## src/rtl/conv_pkg.sv

```systemverilog
// conv_pkg -- shared definitions for the folded convolution datapath.
//   calc_prod_w  : signed weight x zero-extended pixel product width
//   calc_lsum_w  : width of the sum of one beat's lane products
//   calc_acc_w   : accumulator width covering a full window plus bias
//   calc_beats   : beats needed to carry one window through the lanes
//   round_sat    : round-half-up by S bits, then clip to a signed width;
//                  also used by the pooling blocks
package conv_pkg;

  function automatic int calc_prod_w(input int wei_w, input int ima_w);
    return wei_w + ima_w + 1;
  endfunction

  function automatic int calc_lsum_w(input int prod_w, input int lanes);
    return prod_w + $clog2(lanes);
  endfunction

  function automatic int calc_acc_w(input int prod_w, input int num);
    return prod_w + $clog2(num) + 1;
  endfunction

  function automatic int calc_beats(input int num, input int lanes);
    return (num + lanes - 1) / lanes;
  endfunction

  // Wide enough for any accumulator the family uses; callers sign-extend.
  localparam int RS_W = 64;

  typedef struct packed {
    logic signed [RS_W-1:0] value;
    logic                   sat;
  } round_sat_t;

  // r = (acc + 2^(s-1)) >>> s, clipped to [-2^(out_w-1), 2^(out_w-1)-1].
  function automatic round_sat_t round_sat(input logic signed [RS_W-1:0] acc,
                                           input int s, input int out_w);
    round_sat_t             res;
    logic signed [RS_W-1:0] r;
    logic signed [RS_W-1:0] half;
    logic signed [RS_W-1:0] hi;
    logic signed [RS_W-1:0] lo;
    r = acc;
    if (s > 0) begin
      half = 64'sd1 <<< (s - 1);
      r    = (acc + half) >>> s;
    end
    hi = (64'sd1 <<< (out_w - 1)) - 64'sd1;
    lo = -hi - 64'sd1;
    res.value = r;
    res.sat   = 1'b0;
    if (r > hi) begin
      res.value = hi;
      res.sat   = 1'b1;
    end else if (r < lo) begin
      res.value = lo;
      res.sat   = 1'b1;
    end
    return res;
  endfunction

endpackage

```

## src/rtl/conv_lane_sum.sv

```systemverilog
// conv_lane_sum -- product stage of the folded MAC.
// LANES signed-weight x unsigned-pixel multipliers, masking of the lanes
// that fall past the end of the window on its last beat, and the product
// register with its first/last beat tags. lane_sum is the adder tree over
// the registered products.
//   clk, rst     : clock, async active-high reset
//   adv          : global pipeline advance (stage updates only when set)
//   fire         : a beat is accepted this cycle
//   first, last  : position of the accepted beat within its window
//   wei, ima     : lane l at [l*WEI_W +: WEI_W] / [l*IMA_W +: IMA_W]
//   p_valid      : registered products hold a beat
//   p_first/last : tags of that beat
//   lane_sum     : signed sum of the registered products
module conv_lane_sum
  import conv_pkg::*;
#(
  parameter  int NUM    = 49,
  parameter  int LANES  = 7,
  parameter  int WEI_W  = 16,
  parameter  int IMA_W  = 8,
  localparam int PROD_W = calc_prod_w(WEI_W, IMA_W),
  localparam int LSUM_W = calc_lsum_w(PROD_W, LANES)
) (
  input  logic                     clk,
  input  logic                     rst,
  input  logic                     adv,
  input  logic                     fire,
  input  logic                     first,
  input  logic                     last,
  input  logic [WEI_W*LANES-1:0]   wei,
  input  logic [IMA_W*LANES-1:0]   ima,
  output logic                     p_valid,
  output logic                     p_first,
  output logic                     p_last,
  output logic signed [LSUM_W-1:0] lane_sum
);

  localparam int BEATS      = calc_beats(NUM, LANES);
  // Lanes at or above this index carry no tap on the last beat.
  localparam int LAST_LANES = NUM - (BEATS - 1) * LANES;

  logic signed [PROD_W-1:0] prod_d [LANES];
  logic signed [PROD_W-1:0] prod_q [LANES];

  always_comb begin
    for (int l = 0; l < LANES; l++) begin
      // NOTE: a default before the conditional keeps every path assigned, so no latch is inferred.
      prod_d[l] = '0;
      if (!(last && l >= LAST_LANES)) begin
        prod_d[l] = $signed({{(PROD_W-WEI_W){wei[l*WEI_W+WEI_W-1]}}, wei[l*WEI_W +: WEI_W]})
                  * $signed({{(PROD_W-IMA_W){1'b0}}, ima[l*IMA_W +: IMA_W]});
      end
    end
  end

  always_ff @(posedge clk or posedge rst) begin
    if (rst) begin
      p_valid <= 1'b0;
      p_first <= 1'b0;
      p_last  <= 1'b0;
      // NOTE: this bank is a handful of flops, not a RAM macro, so it resets with the rest; a true memory would not.
      for (int l = 0; l < LANES; l++) prod_q[l] <= '0;
    end else if (adv) begin
      p_valid <= fire;
      if (fire) begin
        p_first <= first;
        p_last  <= last;
        for (int l = 0; l < LANES; l++) prod_q[l] <= prod_d[l];
      end
    end
  end

  always_comb begin
    lane_sum = '0;
    // NOTE: blocking '=' is required so each iteration adds onto the previous partial sum.
    for (int l = 0; l < LANES; l++) lane_sum = lane_sum + LSUM_W'(prod_q[l]);
  end

endmodule

```

## src/rtl/conv_mac_fold.sv

```systemverilog
// conv_mac_fold -- time-folded convolution MAC engine.
// Takes a window of NUM weight/pixel pairs as BEATS beats of LANES pairs,
// accumulates them onto a bias, rounds/saturates/optionally ReLUs, and
// presents one result per window. A single global stall (adv) freezes every
// stage while a finished result is waiting for the consumer.
//   clk, rst           : clock, async active-high reset
//   in_valid/in_ready  : beat handshake; in_wei/in_ima carry LANES lanes
//   in_bias, in_relu   : taken on the first beat of each window
//   out_valid/out_ready: result handshake
//   out_data           : rounded, saturated, optionally ReLU'd result
//   out_acc            : full-precision accumulator (FRAC fractional bits)
//   out_sat            : out_data was clipped by saturation
module conv_mac_fold
  import conv_pkg::*;
#(
  parameter  int NUM      = 49,
  parameter  int LANES    = 7,
  parameter  int WEI_W    = 16,
  parameter  int IMA_W    = 8,
  parameter  int FRAC     = 8,
  parameter  int OUT_FRAC = 4,
  parameter  int OUT_W    = 16,
  localparam int PROD_W   = calc_prod_w(WEI_W, IMA_W),
  localparam int ACC_W    = calc_acc_w(PROD_W, NUM)
) (
  input  logic                   clk,
  input  logic                   rst,
  input  logic                   in_valid,
  output logic                   in_ready,
  input  logic [WEI_W*LANES-1:0] in_wei,
  input  logic [IMA_W*LANES-1:0] in_ima,
  input  logic [WEI_W-1:0]       in_bias,
  input  logic                   in_relu,
  output logic                   out_valid,
  input  logic                   out_ready,
  output logic [OUT_W-1:0]       out_data,
  output logic [ACC_W-1:0]       out_acc,
  output logic                   out_sat
);

  localparam int BEATS  = calc_beats(NUM, LANES);
  localparam int CNT_W  = (BEATS > 1) ? $clog2(BEATS) : 1;
  localparam int LSUM_W = calc_lsum_w(PROD_W, LANES);
  localparam int SHIFT  = FRAC - OUT_FRAC;

  logic                     adv;
  logic                     fire;
  logic [CNT_W-1:0]         beat_cnt;
  logic                     beat_first;
  logic                     beat_last;
  logic signed [WEI_W-1:0]  bias_p;
  logic                     relu_p;
  logic                     p_valid;
  logic                     p_first;
  logic                     p_last;
  logic signed [LSUM_W-1:0] lane_sum;
  logic                     a_valid;
  logic                     a_last;
  logic                     relu_a;
  logic signed [ACC_W-1:0]  acc;
  round_sat_t               rs;
  logic [OUT_W-1:0]         res_data;

  // A held result that the consumer is not taking freezes the whole pipe.
  assign adv        = !out_valid || out_ready;
  assign in_ready   = adv;
  assign fire       = in_valid && adv;
  assign beat_first = (beat_cnt == '0);
  assign beat_last  = (beat_cnt == CNT_W'(BEATS - 1));

  always_ff @(posedge clk or posedge rst) begin
    if (rst) begin
      beat_cnt <= '0;
      bias_p   <= '0;
      relu_p   <= 1'b0;
    end else if (fire) begin
      // NOTE: non-blocking '<=' so every register samples pre-edge values, as the hardware does.
      beat_cnt <= beat_last ? '0 : beat_cnt + CNT_W'(1);
      // Bias/relu ride alongside the first beat's products into stage A.
      if (beat_first) begin
        bias_p <= in_bias;
        relu_p <= in_relu;
      end
    end
  end

  conv_lane_sum #(
    .NUM   (NUM),
    .LANES (LANES),
    .WEI_W (WEI_W),
    .IMA_W (IMA_W)
  ) u_lane_sum (
    .clk      (clk),
    .rst      (rst),
    .adv      (adv),
    .fire     (fire),
    .first    (beat_first),
    .last     (beat_last),
    .wei      (in_wei),
    .ima      (in_ima),
    .p_valid  (p_valid),
    .p_first  (p_first),
    .p_last   (p_last),
    .lane_sum (lane_sum)
  );

  // Stage A: accumulate; a first beat restarts from the window's bias.
  always_ff @(posedge clk or posedge rst) begin
    if (rst) begin
      a_valid <= 1'b0;
      a_last  <= 1'b0;
      relu_a  <= 1'b0;
      acc     <= '0;
    end else if (adv) begin
      a_valid <= p_valid;
      if (p_valid) begin
        a_last <= p_last;
        if (p_first) begin
          acc    <= ACC_W'(bias_p) + ACC_W'(lane_sum);
          relu_a <= relu_p;
        end else begin
          acc <= acc + ACC_W'(lane_sum);
        end
      end
    end
  end

  always_comb begin
    rs       = round_sat({{(RS_W-ACC_W){acc[ACC_W-1]}}, acc}, SHIFT, OUT_W);
    res_data = rs.value[OUT_W-1:0];
    // ReLU only zeroes the value; the clip flag still reports saturation.
    if (relu_a && rs.value < 0) res_data = '0;
  end

  // Stage O: capture a finished window; when adv is set the old result is
  // either absent or being taken this edge, so it can be replaced freely.
  always_ff @(posedge clk or posedge rst) begin
    if (rst) begin
      out_valid <= 1'b0;
      out_data  <= '0;
      out_acc   <= '0;
      out_sat   <= 1'b0;
    end else if (adv) begin
      out_valid <= a_valid && a_last;
      if (a_valid && a_last) begin
        out_data <= res_data;
        out_acc  <= acc;
        out_sat  <= rs.sat;
      end
    end
  end

endmodule

```

## config.mk

```make
export PLATFORM = sky130hd
export DESIGN_NAME = conv_mac_fold
export DESIGN_NICKNAME = d
export VERILOG_FILES = /design/src/rtl/conv_pkg.sv /design/src/rtl/conv_lane_sum.sv /design/src/rtl/conv_mac_fold.sv
export SDC_FILE = /design/constraint.sdc
export NUM_CORES = 2
export LEC_CHECK = 0
export CORE_UTILIZATION = 58
export CTS_CLUSTER_DIAMETER = 50
export DETAILED_ROUTE_END_ITERATION = 16
export GPL_TIMING_DRIVEN = 0
export MAX_ROUTING_LAYER = met4
export PLACE_DENSITY_LB_ADDON = 0.3
export SETUP_SLACK_MARGIN = 0.05
export SLEW_MARGIN = 25
export SYNTH_ARGS = -nofsm -noshare
export SYNTH_HDL_FRONTEND = slang
export SYNTH_HIERARCHICAL = 1
export SYNTH_SLANG_ARGS = --single-unit
```

## constraint.sdc

```tcl
create_clock -name clk -period 6.9 [get_ports clk]
set_clock_uncertainty 0.15 [all_clocks]
set_input_delay 1.035 -clock clk [delete_from_list [all_inputs] [get_ports clk]]
set_output_delay 1.035 -clock clk [all_outputs]
set_load 0.005 [all_outputs]
```

==> summary.md <==
The routed design has 132,500 µm of wire. The run gives 81 as the distinct cell type count of the synthesized netlist. Most used cell along the critical path: sky130_fd_sc_hd__fa_1. For this run, the number of Yosys warnings is 6. The run gives 0.1396 as the sequential area share after synthesis. The run finished, with violations left.

In this run, synthesis produced a sequential element count of 283. By area, the combinational part of the netlist is dominated by adder cells. Compared with the post-synthesis result, the final layout area differs by 12.44%. Among all flip-flop cells after synthesis, the most frequent one is sky130_fd_sc_hd__dfrtp_1. The initial cell density of the core was 0.5847; the net count of the mapped netlist was 7,305. For this design, the slowest cell found on the critical path is sky130_fd_sc_hd__fa_1. The data arrival time of the critical path is 7.30 ns, and the number of inserted diodes is 0. Share of synthesized area spent on multiplexers: 0.01312.

TritonCTS built the clock tree. The setup path with the least slack is of type flip-flop to flip-flop. The logs give 0 for the post-cts hold buffer count and 12 for the detailed-router iteration count before antenna repair. For the final RePlAce weighted congestion, the log shows 0.9699. The tools report the final standard cell count with taps included and fillers excluded as 7,325. The cell area after synthesis came out at 50,720 µm². The commonest cells after synthesis are sky130_fd_sc_hd__inv_1, sky130_fd_sc_hd__fa_1, sky130_fd_sc_hd__nand2_1, sky130_fd_sc_hd__and2_1, sky130_fd_sc_hd__ha_1.

The per-cell via count in the routed design is 5.485. The post-route fraction of the period consumed by the critical path was 1.013. The compound-cell area share of the yosys netlist works out to 0.09453. Setup repair after global routing could not meet its margin everywhere. In the post-synthesis netlist, the cell with the most instances is sky130_fd_sc_hd__inv_1. The total number of vias is 40,170.

The remaining design rule violation count was 1. Counting along the longest clock path gives a buffer depth of 3. For this run the aggregate overflow at the end of global routing stands at 0. For this design the top-level I/O count stands at 240. Entering global routing, the biggest net connects 93 pins. The cell type contributing the most total cell area after synthesis is sky130_fd_sc_hd__fa_1.

The run gives 0 as the final count of pins violating max slew. The run gives 213,700 µm as the first-pass GRT wire length. Counting flops with a built-in enable in the synthesized netlist gives 0. The share of Yosys cell area claimed by the top area cell type is 0.3327. The maximum frequency from static timing analysis was 143.1 MHz; the number of I/O port buffers was 235. The clock period minus final worst setup slack was 6.988 ns; the post-synthesis share of cell area spent on full adders, half adders and majority gates was 0.4413. Die span in x: 297.7 µm. The checks that failed: DRC, setup timing. Once detail routing completed, the nets flagged for antenna violations numbered 0. STA classifies the critical path startpoint as a flip-flop.

The die covers 88,640 µm². The average cell area after synthesis is 8.696 µm². The run gives 86,750 µm² as the core area. In this run the vertical extent of the chip is 297.7 µm. On the worst path, the slowest cell contributes a delay of 0.56 ns.

The logs give 6 for the count of endpoints failing setup in the final report and 5,833 for the post-synthesis cell count. Data on the critical path is required at its endpoint by 7.21 ns. The number of global-route vias before repair is 41,450, and the fraction of the mapped netlist area in simple logic gates is 0.1597. For this run, the post-layout net count is 7,613. The floorplan has 108 rows. Once placement completed, the tool counted placed cells totaling 7,225. The final-report hold violation count was 0; the initial antenna violation count was 1.

Counting every sink on the clock net gives 283. The tools report the first-iteration detailed-routing DRC count as 2,703. Clock tree synthesis inserted a total of 37 buffers.

The final setup slack of the worst path is -0.08804 ns. The relative slew slack was 0.3050; the insertion delay to the later sink of the worst-skew pair was 0.58 ns. For the count of max-cap constraint violations, the log shows 0.

In this run the worst hold path is classified as flip-flop to flip-flop. Detailed placement finished with a half-perimeter wire length of 109,000 µm. The fraction of layout cells with a size suffix above 1 was 0.05365. The capturing element type of the critical path is a flip-flop.

The overall track demand over capacity in global routing was 0.3115. The slew at the pin closest to its max-slew limit came out at 1.042 ns. After clock tree synthesis, the clock-pin slew on the worst setup and hold paths is 0.06 ns. The proportion of register bits with asynchronous set or reset after synthesis came out at 1.000. Sorting the synthesized cells by area gives the leading types as sky130_fd_sc_hd__fa_1, sky130_fd_sc_hd__dfrtp_1, sky130_fd_sc_hd__ha_1.

In the final routed layout, each cell accounts on average for 18.09 µm. The xor and xnor fraction of the mapped netlist area is 0.03868, and the worst hold margin is 0.3311 ns. The root buffer cell chosen for the clock tree is sky130_fd_sc_hd__clkbuf_16. In this run the worst path has a maximum fanout of 5. The final-layout fill cell count was 7,052; the H-tree level count was 2.
layout make-up:
type | count | area (µm²) | share of cell area
sequential | 283 | 7082 | 0.1242
clock inverter | 20 | 269.0 | 0.004717
tap | 1155 | 1445 | 0.02534
buffer | 136 | 550.5 | 0.009653
multi-input combinational | 4026 | 38750 | 0.6795
clock buffer | 48 | 1027 | 0.01801
timing repair buffer | 271 | 2693 | 0.04721
inverter | 1386 | 5215 | 0.09144
cells by family (layout without fill, tap and decap cells):
group,after synthesis,count (layout)
AO/OA/AOI/OAI,783,783
XOR/XNOR,224,224
adder cells (fa/ha/maj),1283,1283
buffers and inverters,1524,1861
flip-flops,283,283
multiplexers,60,60
AND/OR/NAND/NOR,1676,1676
state kept, by name, indices dropped and copies added (netlist names):
signal              flops
u_lane_sum/p_first      1
u_lane_sum/p_last       1
beat_cnt                3
bias_p                 16
relu_p                  1
out_sat                 1
u_lane_sum/prod_q     175
u_lane_sum/p_valid      1
out_valid               1
acc                    32
a_valid                 1
out_acc                32
relu_a                  1
out_data               16
a_last                  1
critical path: cells and delay by family (launching register included):
kind,cells,cell delay [ns]
flip-flops,1,0.35
buffers and inverters,5,0.37
XOR/XNOR,1,0.15
AND/OR/NAND/NOR,3,0.37
adder cells (fa/ha/maj),6,2.55
AO/OA/AOI/OAI,15,2.92
worst paths after layout:
check | from | endpoint | slack [ns] | cells past startpoint
worst max-delay path | u_lane_sum/prod_q[53]$_DFFE_PP0P_ | acc[29]$_DFFE_PP0P_ | -0.09 | 30
worst min-delay path | u_lane_sum/prod_q[144]$_DFFE_PP0P_ | u_lane_sum/prod_q[144]$_DFFE_PP0P_ | 0.33 | 2
worst max register to register | u_lane_sum/prod_q[53]$_DFFE_PP0P_ | acc[29]$_DFFE_PP0P_ | -0.09 | 30
worst min register to register | u_lane_sum/prod_q[144]$_DFFE_PP0P_ | u_lane_sum/prod_q[144]$_DFFE_PP0P_ | 0.33 | 2
max in group asynchronous | rst | u_lane_sum/prod_q[157]$_DFFE_PP0P_ | 4.66 | 3
min in group asynchronous | rst | out_acc[16]$_DFFE_PP0P_ | 0.99 | 2
routing by layer:
metal | up-vias | global-route usage | share of wire
met5 | - | - | 0
met4 | 0 | 0.1040 | 0.036
met3 | 258 | 0.02611 | 0.055
met2 | 1278 | 0.5218 | 0.50
met1 | 20140 | 0.4004 | 0.41
li1 | 18500 | - | -
layout by cell type, fill, tap and decap left out, drive strengths merged, types with 12 or more instances in the layout:
master / count
a211oi: 18
nand4: 16
mux2: 52
nor2: 158
clkbuf: 169
nor2b: 27
a21oi: 210
nor3: 48
ha: 440
a31oi: 29
xor2: 90
dfrtp: 283
o211ai: 12
nand2b: 33
nand2: 766
inv: 1396
o21ai: 276
and3: 24
or3: 20
o31ai: 20
nand3: 62
o21a: 29
a21o: 77
clkdlybuf4s50: 235
and2: 485
buf: 51
fa: 843
o21bai: 15
xnor2: 134
metrics by stage:
stage                     setup slack [ns]  instance area (µm²)    util  TNS (ns)
after global placement              -1.602                54520  0.6284   -294.73
after global routing               -0.3073                57030  0.6574    -1.883
after CTS                          -0.1509                56370  0.6497   -0.7373
after floorplan                    0.09355                50720       -         0
after detailed placement           -0.6645                54590  0.6292    -15.38
final                             -0.08804                57030  0.6574   -0.3007
what timing repair did:
| item | CTS | global route |
|---|---|---|
| gates resized for setup | 83 | 140 |
| pin swaps | 52 | 65 |
| endpoints found under the setup margin | 17 | 43 |
| cloned | 0 | 0 |
| buffers inserted | 16 | 20 |
Power is not shown: default switching activity piles up to over one toggle a cycle in this logic, so the estimate is an artifact.
